==> config.mk <==
export PLATFORM = sky130hd
export DESIGN_NAME = cam_frame_streamer
export DESIGN_NICKNAME = d
export VERILOG_FILES = /design/src/rtl/cam_stream_pkg.sv /design/src/rtl/cam_stream_fifo.sv /design/src/rtl/cam_frame_streamer.sv
export SDC_FILE = /design/constraint.sdc
export NUM_CORES = 2
export LEC_CHECK = 0
export CORE_MARGIN = 2
export CORE_UTILIZATION = 60
export DETAILED_ROUTE_END_ITERATION = 10
export PLACE_DENSITY = 0.86
export SLEW_MARGIN = 30
export SYNTH_ARGS = -nofsm -noshare
export SYNTH_HDL_FRONTEND = slang
export SYNTH_HIERARCHICAL = 1
export SYNTH_SLANG_ARGS = --single-unit
==> constraint.sdc <==
create_clock -name clk -period 7.1 [get_ports clk]
set_input_delay 1.42 -clock clk [delete_from_list [all_inputs] [get_ports clk]]
set_output_delay 1.42 -clock clk [all_outputs]
set_load 0.05 [all_outputs]
==> src/rtl/cam_stream_pkg.sv <==
// rtl/cam_stream_pkg.sv - shared types and helpers for the camera frame streamer
package cam_stream_pkg;

    typedef enum logic [1:0] {
        IDLE,
        ARMED,
        CAPTURE,
        PAD
    } cam_state_t;

    typedef struct packed {
        logic pad;
        logic sop;
        logic eop;
    } entry_flags_t;

    localparam int ENTRY_FLAG_W = 3;

    function automatic int level_w(input int depth);
        return $clog2(depth) + 1;
    endfunction

endpackage

==> src/rtl/cam_stream_fifo.sv <==
// rtl/cam_stream_fifo.sv - show-ahead synchronous FIFO with occupancy output
module cam_stream_fifo
    import cam_stream_pkg::*;
#(
    parameter int WIDTH = 27,
    parameter int DEPTH = 64,
    parameter int LVL_W = level_w(DEPTH)
) (
    input  logic             clk,
    input  logic             rst,
    input  logic             push_i,
    input  logic [WIDTH-1:0] wdata_i,
    input  logic             pop_i,
    output logic [WIDTH-1:0] rdata_o,
    output logic             empty_o,
    output logic             full_o,
    output logic [LVL_W-1:0] level_o
);

    localparam int AW = $clog2(DEPTH);
    localparam logic [LVL_W-1:0] FULL_LVL = LVL_W'(DEPTH);

    logic [WIDTH-1:0] mem_q [DEPTH];
    logic [AW:0]      wr_q, wr_d;
    logic [AW:0]      rd_q, rd_d;
    logic             do_push;
    logic             do_pop;

    assign level_o = LVL_W'(wr_q - rd_q);
    assign empty_o = (level_o == '0);
    assign full_o  = (level_o == FULL_LVL);
    assign rdata_o = mem_q[rd_q[AW-1:0]];

    // A pop frees the slot in the same cycle, so a push while full is legal alongside it.
    assign do_pop  = pop_i && !empty_o;
    assign do_push = push_i && (!full_o || do_pop);

    always_comb begin
        wr_d = wr_q;
        rd_d = rd_q;
        if (do_push) wr_d = wr_q + 1'b1;
        if (do_pop)  rd_d = rd_q + 1'b1;
    end

    always_ff @(posedge clk or posedge rst) begin
        if (rst) begin
            wr_q <= '0;
            rd_q <= '0;
        end else begin
            wr_q <= wr_d;
            rd_q <= rd_d;
        end
    end

    always_ff @(posedge clk) begin
        if (do_push) mem_q[wr_q[AW-1:0]] <= wdata_i;
    end

endmodule

==> src/rtl/cam_frame_streamer.sv <==
// rtl/cam_frame_streamer.sv - camera pixel stream to Avalon-ST video packets (optional CAM_STREAM_TESTPAT_EN colour bars)
module cam_frame_streamer
    import cam_stream_pkg::*;
#(
    parameter int PIX_W      = 8,
    parameter int CHANNELS   = 3,
    parameter int FRAME_W    = 640,
    parameter int FRAME_H    = 480,
    parameter int FIFO_DEPTH = 64,
    parameter int ERR_W      = 8
) (
    input  logic                           clk,
    input  logic                           reset,
    input  logic [CHANNELS*PIX_W-1:0]      cam_data,
    input  logic                           cam_valid,
    input  logic                           cam_vs,
`ifdef CAM_STREAM_TESTPAT_EN
    input  logic [1:0]                     mode,
`else
    input  logic                           mode,
`endif
    input  logic                           capture_req,
    input  logic                           clear_status,
    output logic [CHANNELS*PIX_W-1:0]      st_data,
    output logic                           st_valid,
    output logic                           st_sop,
    output logic                           st_eop,
    input  logic                           st_ready,
    output logic                           img_captured,
    output logic                           busy,
    output logic                           overflow,
    output logic [ERR_W-1:0]               frame_err_cnt,
    output logic [level_w(FIFO_DEPTH)-1:0] fifo_level
);

    localparam int DW    = CHANNELS * PIX_W;
    localparam int LVL_W = level_w(FIFO_DEPTH);
    localparam int XW    = (FRAME_W > 1) ? $clog2(FRAME_W) : 1;
    localparam int YW    = (FRAME_H > 1) ? $clog2(FRAME_H) : 1;

    typedef struct packed {
        entry_flags_t  flags;
        logic [DW-1:0] data;
    } entry_t;

    cam_state_t        state_q, state_d;
    logic [XW-1:0]     x_q, x_d, cur_x;
    logic [YW-1:0]     y_q, y_d, cur_y;
    logic              vs_q;
    logic              ovf_q;
    logic [ERR_W-1:0]  err_q;
    logic              vs_rise, cont, first_px, last_px;
    logic              take, push, ovf_set, err_inc;
    cam_state_t        done_state;
    entry_t            wr_entry, head;
    logic [DW-1:0]     pix_data;
    logic              fifo_empty, fifo_full, pop;

    assign vs_rise    = cam_vs & ~vs_q;
    assign cur_x      = (state_q == ARMED) ? '0 : x_q;
    assign cur_y      = (state_q == ARMED) ? '0 : y_q;
    assign first_px   = (cur_x == '0) && (cur_y == '0);
    assign last_px    = (cur_x == XW'(FRAME_W - 1)) && (cur_y == YW'(FRAME_H - 1));

`ifdef CAM_STREAM_TESTPAT_EN
    function automatic logic [DW-1:0] colour_bars(input logic [XW-1:0] x);
        int bar;
        logic [DW-1:0] px;
        bar = (int'(x) * 8) / FRAME_W;
        for (int c = 0; c < CHANNELS; c++) begin
            px[c*PIX_W +: PIX_W] = (c < 3 && bar[c]) ? '1 : '0;
        end
        return px;
    endfunction

    assign cont     = mode[0];
    assign pix_data = mode[1] ? colour_bars(cur_x) : cam_data;
`else
    assign cont     = mode;
    assign pix_data = cam_data;
`endif

    assign done_state = cont ? ARMED : IDLE;

    always_comb begin
        state_d  = state_q;
        x_d      = x_q;
        y_d      = y_q;
        take     = 1'b0;
        push     = 1'b0;
        ovf_set  = 1'b0;
        err_inc  = 1'b0;
        wr_entry = '0;
        case (state_q)
            IDLE: begin
                if (capture_req || cont) state_d = ARMED;
            end
            ARMED: begin
                if (vs_rise) begin
                    state_d = CAPTURE;
                    x_d     = '0;
                    y_d     = '0;
                    take    = cam_valid;
                end
            end
            CAPTURE: begin
                // A new vsync before eop truncates; nothing written yet means nothing to close.
                if (vs_rise) state_d = first_px ? done_state : PAD;
                else         take    = cam_valid;
            end
            PAD: begin
                if (!fifo_full) begin
                    push           = 1'b1;
                    wr_entry.flags = '{pad: 1'b1, sop: 1'b0, eop: 1'b1};
                    err_inc        = 1'b1;
                    state_d        = done_state;
                end
            end
            default: state_d = IDLE;
        endcase

        if (take) begin
            if (fifo_full) begin
                ovf_set = 1'b1;
                state_d = first_px ? done_state : PAD;
            end else begin
                push           = 1'b1;
                wr_entry.flags = '{pad: 1'b0, sop: first_px, eop: last_px};
                wr_entry.data  = pix_data;
                if (last_px) begin
                    state_d = done_state;
                end else if (cur_x == XW'(FRAME_W - 1)) begin
                    x_d = '0;
                    y_d = cur_y + YW'(1);
                end else begin
                    x_d = cur_x + XW'(1);
                    y_d = cur_y;
                end
            end
        end
    end

    always_ff @(posedge clk or posedge reset) begin
        if (reset) begin
            state_q <= IDLE;
            x_q     <= '0;
            y_q     <= '0;
            vs_q    <= 1'b0;
            ovf_q   <= 1'b0;
            err_q   <= '0;
        end else begin
            state_q <= state_d;
            x_q     <= x_d;
            y_q     <= y_d;
            vs_q    <= cam_vs;
            if (clear_status)  ovf_q <= 1'b0;
            else if (ovf_set)  ovf_q <= 1'b1;
            if (clear_status)                 err_q <= '0;
            else if (err_inc && err_q != '1)  err_q <= err_q + ERR_W'(1);
        end
    end

    cam_stream_fifo #(
        .WIDTH (ENTRY_FLAG_W + DW),
        .DEPTH (FIFO_DEPTH),
        .LVL_W (LVL_W)
    ) u_fifo (
        .clk     (clk),
        .rst     (reset),
        .push_i  (push),
        .wdata_i (wr_entry),
        .pop_i   (pop),
        .rdata_o (head),
        .empty_o (fifo_empty),
        .full_o  (fifo_full),
        .level_o (fifo_level)
    );

    // Head memory is not reset, so the payload is masked while the FIFO is empty.
    assign st_valid      = !fifo_empty;
    assign st_data       = st_valid ? head.data : '0;
    assign st_sop        = st_valid & head.flags.sop;
    assign st_eop        = st_valid & head.flags.eop;
    assign pop           = st_valid & st_ready;
    assign img_captured  = pop & head.flags.eop & ~head.flags.pad;
    assign busy          = (state_q != IDLE);
    assign overflow      = ovf_q;
    assign frame_err_cnt = err_q;

endmodule

# --- Word level (Yosys, flattened, before mapping) ---
# Memory sizes are Yosys's and may differ from the RTL's.
# Index checks and enable logic that the tools add are counted.
totals:
  mem_bits_ro: 0
  mem_count: 1
  output_inout_bits: 45
  latch_bits: 0
  ff_bits: 45
  ram_bits: 1728
memory_table:
  columns: ["memory", "words", "word_bits", "read_ports", "rd_ports_with_merged_regs", "write_ports", "line_no", "source"]
  rows:
  - ["u_fifo.mem_q", 64, 27, 1, 0, 1, "cam_stream_fifo.sv:23", "logic [WIDTH-1:0] mem_q [DEPTH];"]
op_classes:
  n_mul: 0
  n_mux: 44
  n_lt_le_gt_ge: 0
  n_bitwise: 8
  div: 0
  addsub: 6
  eq_ne: 7
  shift: 0
  n_reduce_logical: 16
op_table:
  columns: ["operator", "n"]
  rows:
  - ["$mux 10", 7]
  - ["$mux 9", 7]
  - ["$mux 27", 2]
  - ["$mux 24", 1]
  - ["$mux 2", 8]
  - ["$mux 8", 2]
  - ["$add 7x1->7 const B", 2]
  - ["$mux 1", 13]
  - ["$add 10x1->10 const B", 1]
  - ["$eq 10x10->1 const B", 1]
  - ["$logic_not 10->1", 1]
  - ["$add 9x1->9 const B", 1]
  - ["$eq 9x9->1 const B", 1]
  - ["$logic_not 9->1", 1]
  - ["$add 8x1->8 const B", 1]
  - ["$ne 8x8->1 const B", 1]
  - ["$pmux 2 s4", 1]
  - ["$eq 7x7->1 const B", 1]
  - ["$logic_not 7->1", 1]
  - ["$sub 7x7->7", 1]
  - ["$and 1x1->1", 6]
  - ["$mux 3", 2]
  - ["$reduce_bool 2->1", 3]
  - ["$logic_and 1x1->1", 5]
  - ["other kinds (7)", 11]

# --- Depth between registers and ports, before layout ---
logic_depth:
  word_depth: 10
  depth_mapped: 19
  depth_no_buf: 14

# --- Hierarchy ---
# Netlist, hierarchy kept.
by_module_without_submodules:
  columns: ["module", "instances", "cells_per_inst", "area_per_inst_um2", "seq_area_each_um2"]
  rows:
  - ["cam_stream_fifo", 1, 2897, 66875.4, 52240.1]
  - ["cam_frame_streamer", 1, 292, 2568.7, 775.7]

# --- Worst setup path before layout ---
# No wires, ideal clock.
synth_path:
  kind: "register -> register"
  from: "register u_fifo.rd_q[2]"
  to: "memory u_fifo.mem_q[0][24], data pin"
  t_required_ns: 6.378
  setup_slack_ns: -0.439
  setup_time_ns: 0.722
  stages_incl_launch_ff: 15
  period_less_slack_ns: 7.539
  t_arrival_ns: 6.817
  cell_sequence: "dfrtp_1 > buf_2 > buf_2 > clkinv_1 > buf_1 > clkbuf_1 > ha_1 > o21ai_0 > a21oi_1 > o311ai_1 > a2111o_1 > buf_6 > inv_1 > clkbuf_1 > a211oi_1"
synth_rtl:
  columns: ["item", "line_no", "source"]
  rows:
  - ["start: declaration", "cam_stream_fifo.sv:25", "logic [AW:0] rd_q, rd_d;"]
  - ["start signal: assignment", "cam_stream_fifo.sv:51", "rd_q <= rd_d;"]
  - ["end: declaration", "cam_stream_fifo.sv:23", null]

# --- Worst setup path in the final report ---
layout_path:
  from: "register u_fifo.rd_q[1]"
  to: "output st_data[14]"
layout_via:
  elab_chain_len: 3
layout_lines:
  columns: ["item", "line_no", "source"]
  rows:
  - ["$sub 7x7->7", "cam_stream_fifo.sv:29", "assign level_o = LVL_W'(wr_q - rd_q);"]
  - ["$logic_not 7->1", "cam_stream_fifo.sv:30", "assign empty_o = (level_o == '0);"]
  - ["named net fifo_empty", "cam_frame_streamer.sv:57", "logic fifo_empty, fifo_full, pop;"]
  - ["$mux 24", "cam_frame_streamer.sv:181", "assign st_data = st_valid ? head.data : '0;"]
  - ["end: declaration", "cam_frame_streamer.sv:24", "output logic [CHANNELS*PIX_W-1:0] st_data,"]
# The timed path passes the listed nets, and every way through them passes these cells.

==> qor.yml <==
floorplan:
  die_width_microns: 344
  dieArea_sq_mm: 0.118
  initial_core_util: 0.606
  core_sq_mm: 0.115
  die_height_microns: 344
  rows: 124
  io_pins: 77
synth:
  yosys_register_bits: 1773
  yosys.cell_count.top_type: "edfxtp_1"
  synthTopCellsByArea: "edfxtp_1 75%, mux4_2 16%, dfrtp_1 1.6%, nand2_1 0.79%, mux2i_1 0.66%"
  yosys.area.top_type: "edfxtp_1"
  yosysSeqAreaShare: 0.763
  synth_ff_type: "edfxtp_1"
  syn-cell-area_sq_mm: 0.0694
  yosysUniqueCellTypes: 89
  synth_nets: 3240
  synth-async-reset-ratio: 0.0254
  synth_top_cell_area_share: 0.747
  synthCells: 3189
  synth_edf_count: 1728
  synth_common_cells: "1,728 x edfxtp_1, 484 x mux4_2, 146 x nand2_1, 100 x nor2_1, 74 x buf_2"
  synth_area_per_cell_sq_um: 21.8
  ys_warn_count: 6
grt:
  busiest_layer: "met2"
  grt_remaining_overflow: 0
  grt_pass1_wl_mm: 280
  met1_usage: 0.434
  grt_start_max_net_pins: 130
  use_met3: 0.108
  grt_usage: 0.342
  antenna_found_initial: 12
  use_met2: 0.536
  grt_pass1_vias: 37400
clock_tree:
  cts_tree: "yes"
  htree_levels: 4
  cts.sinks: 1773
  clkTransAtPathRegs_ps: 60
  clk_latency_ps: 810
  clockRootBuffer: "clkbuf_16"
  hold_buffers: 0
  postCtsSetupBuffers: 0
  cts_resized: 0
  numCtsBuffers: 166
  max-clock-path-buffers: 3
timing:
  min_period_ps: 7050
  final-max-slew-violation-count: 0
  final-setup-viol-count: 0
  finClkSkew_ps: 32.7
  tightest_slew_ps: 1070
  fin_crit_sh: 0.993
  rsz0062_at_grt: "false"
  slew-limit-headroom: 0.284
  fmax_mhz: 142
  fin_tns_setup_ps: 0
  report.final.hold_viol_count: 0
route:
  ant_nets: 0
  drc: 0
  routed_via_density: 7.39
  drt_iter0_drc: 6911
  routed_wl_mm: 198
  routedWlPerCell_microns: 39.2
  dr.pass1.iters: 9
  vias: 37300
critical_path:
  reg2reg_setup_slack_ps: 730
  endpoint: "st_data[14]"
  worst_r2r_endpoint: "u_fifo/mem_q[9][19]"
  required_ps: 5680
  cpMaxStageDelayCell: "dfrtp_4"
  cp.arrival_ps: 5630
  path_max_fanout: 40
  worstSetupStartpoint: "u_fifo/rd_q[1]"
  rr_startpoint: "u_fifo/rd_q[1]"
  r2r_cells: 12
  endpoint_kind: "primary output"
  cpPeakStageDelay_ps: 940
  critPathLaunchType: "flop"
  critPathKind: "reg -> out"
  crit_path_cell_trace: "inv_2 -> fa_1 -> a211o_1 -> and3_1 -> a21oi_1 -> nand2_1 -> nor2_4 -> buf_4 -> nor2b_1 -> clkdlybuf4s50_1"
finish:
  multiInputGateArea_sq_mm: 0.0161
  syn_to_final_growth_pct: 13.0
  fillers: 6367
  seq_area_sq_mm: 0.0530
  fin_nets: 3447
  drive_gt1_frac: 0.280
worst_hold_path:
  min_path_type: "reg -> reg"
status:
  outcome: "completed"
placement:
  place.gp.congestion: 0.913
  port_buffers: 76
  dpl.hpwl_mm: 105
power_and_ir_drop:
  power.share.clock: 0.282
  power.ir.vdd_worst_uv: 382
  power.share.sequential: 0.384
  pwr-share-comb: 0.334
  switching_share: 0.343
  powerDensity_mw_per_mm2: 400
  finalPower_w: 0.0314
  p_int_w: 0.0207
  leakagePower_nw: 25.9
  switching_power_w: 0.0108
flow_run:
  cap_violations: 0
[per-layer routing]
metal,wire [microns],part of all wire,vias up
li1,-,-,13800
met1,60800,0.31,18900
met2,94000,0.47,3790
met3,29500,0.15,764
met4,13300,0.067,19
met5,356,0.0018,-
[registers in the layout, indices dropped and copies added (netlist names)]
name / flops
overflow: 1
u_fifo/rd_q: 7
u_fifo/wr_q: 7
y_q: 9
frame_err_cnt: 8
x_q: 10
vs_q: 1
state_q: 2
u_fifo/mem_q: 1728
[worst min-delay path by stage]
stage,start,endpoint,slack (ps),cells after the start
4_1_cts,u_fifo/rd_q[6],u_fifo/rd_q[6],520,1
6_report,overflow,overflow,520,2
5_1_grt,u_fifo/rd_q[6],u_fifo/rd_q[6],540,1
3_5_place_dp,u_fifo/rd_q[6],u_fifo/rd_q[6],500,1
2_1_floorplan,u_fifo/rd_q[6],u_fifo/rd_q[6],470,1
3_3_place_gp,u_fifo/rd_q[6],u_fifo/rd_q[6],480,1
[cell usage in the layout (no fill, tap or decap), types with 8 or more instances in the layout]
master	instances
a211oi_1	24
a21oi_1	27
a22oi_1	9
and3_1	12
and3_2	8
and3_4	16
buf_12	22
buf_4	106
bufinv_16	16
clkbuf_1	35
clkbuf_16	166
clkdlybuf4s50_1	74
clkinv_1	26
clkinv_2	31
clkinvlp_4	8
dfrtp_1	41
edfxtp_1	1728
ha_1	18
inv_1	23
inv_6	8
mux2i_1	46
mux4_2	484
nand2_1	146
nand3_1	58
nand4_1	19
nor2_1	30
nor2_2	29
nor2_4	41
nor2b_1	46
o211ai_1	8
o21ai_0	18
o22a_1	9
o22ai_1	15
xnor2_1	18
[cell families (layout without fill, tap and decap cells)]
kind of cell	Yosys count	in the layout	share of synthesized area
buf+inv	192	533	0.0123
flops	1773	1773	0.763
simple gates	463	463	0.0338
compound gates	185	185	0.0198
other cells	0	2	0
xor+xnor	24	24	0.00303
mux	533	533	0.164
fa+ha+maj	19	19	0.00353
[stage by stage]
step / hold WS, ps / worst slack [ps] / cells / util / instance area, sq um
final: 523 / 52.6 / 5044 / 0.685 / 78500
after global routing: 538 / 118 / 5042 / 0.685 / 78400
after CTS: 519 / 262 / 5042 / 0.685 / 78400
after detailed placement: 496 / 1290 / 4740 / 0.638 / 73000
after global placement: 482 / 1400 / 4740 / 0.638 / 73000
after floorplan: 466 / 277 / 3189 / - / 69400
[power by group through the flow]
stage               clock network [W]  registers (W)  logic [W]
floorplan                           0         0.0121    0.00666
CTS                           0.00890         0.0120     0.0102
global route                  0.00923         0.0121     0.0107
detailed placement                  0         0.0123    0.00991
global placement                    0         0.0122    0.00964
finish                        0.00887         0.0121     0.0105
[worst max-delay path: cells and delay by family (launching register included)]
kind,cells,cell delay (ps)
flops,1,940
buf+inv,3,1410
fa+ha+maj,1,500
compound gates,2,700
simple gates,4,1260
[cell type report]
type / count / area share
multi-input combinational: 1224 / 0.205
antenna: 2 / 0.0000638
timing repair buffer: 202 / 0.0252
inverter: 29 / 0.00142
clock buffer: 201 / 0.0546
tap: 1512 / 0.0241
clock inverter: 101 / 0.0135
sequential: 1773 / 0.676
Power figures use the tool's default switching activity.
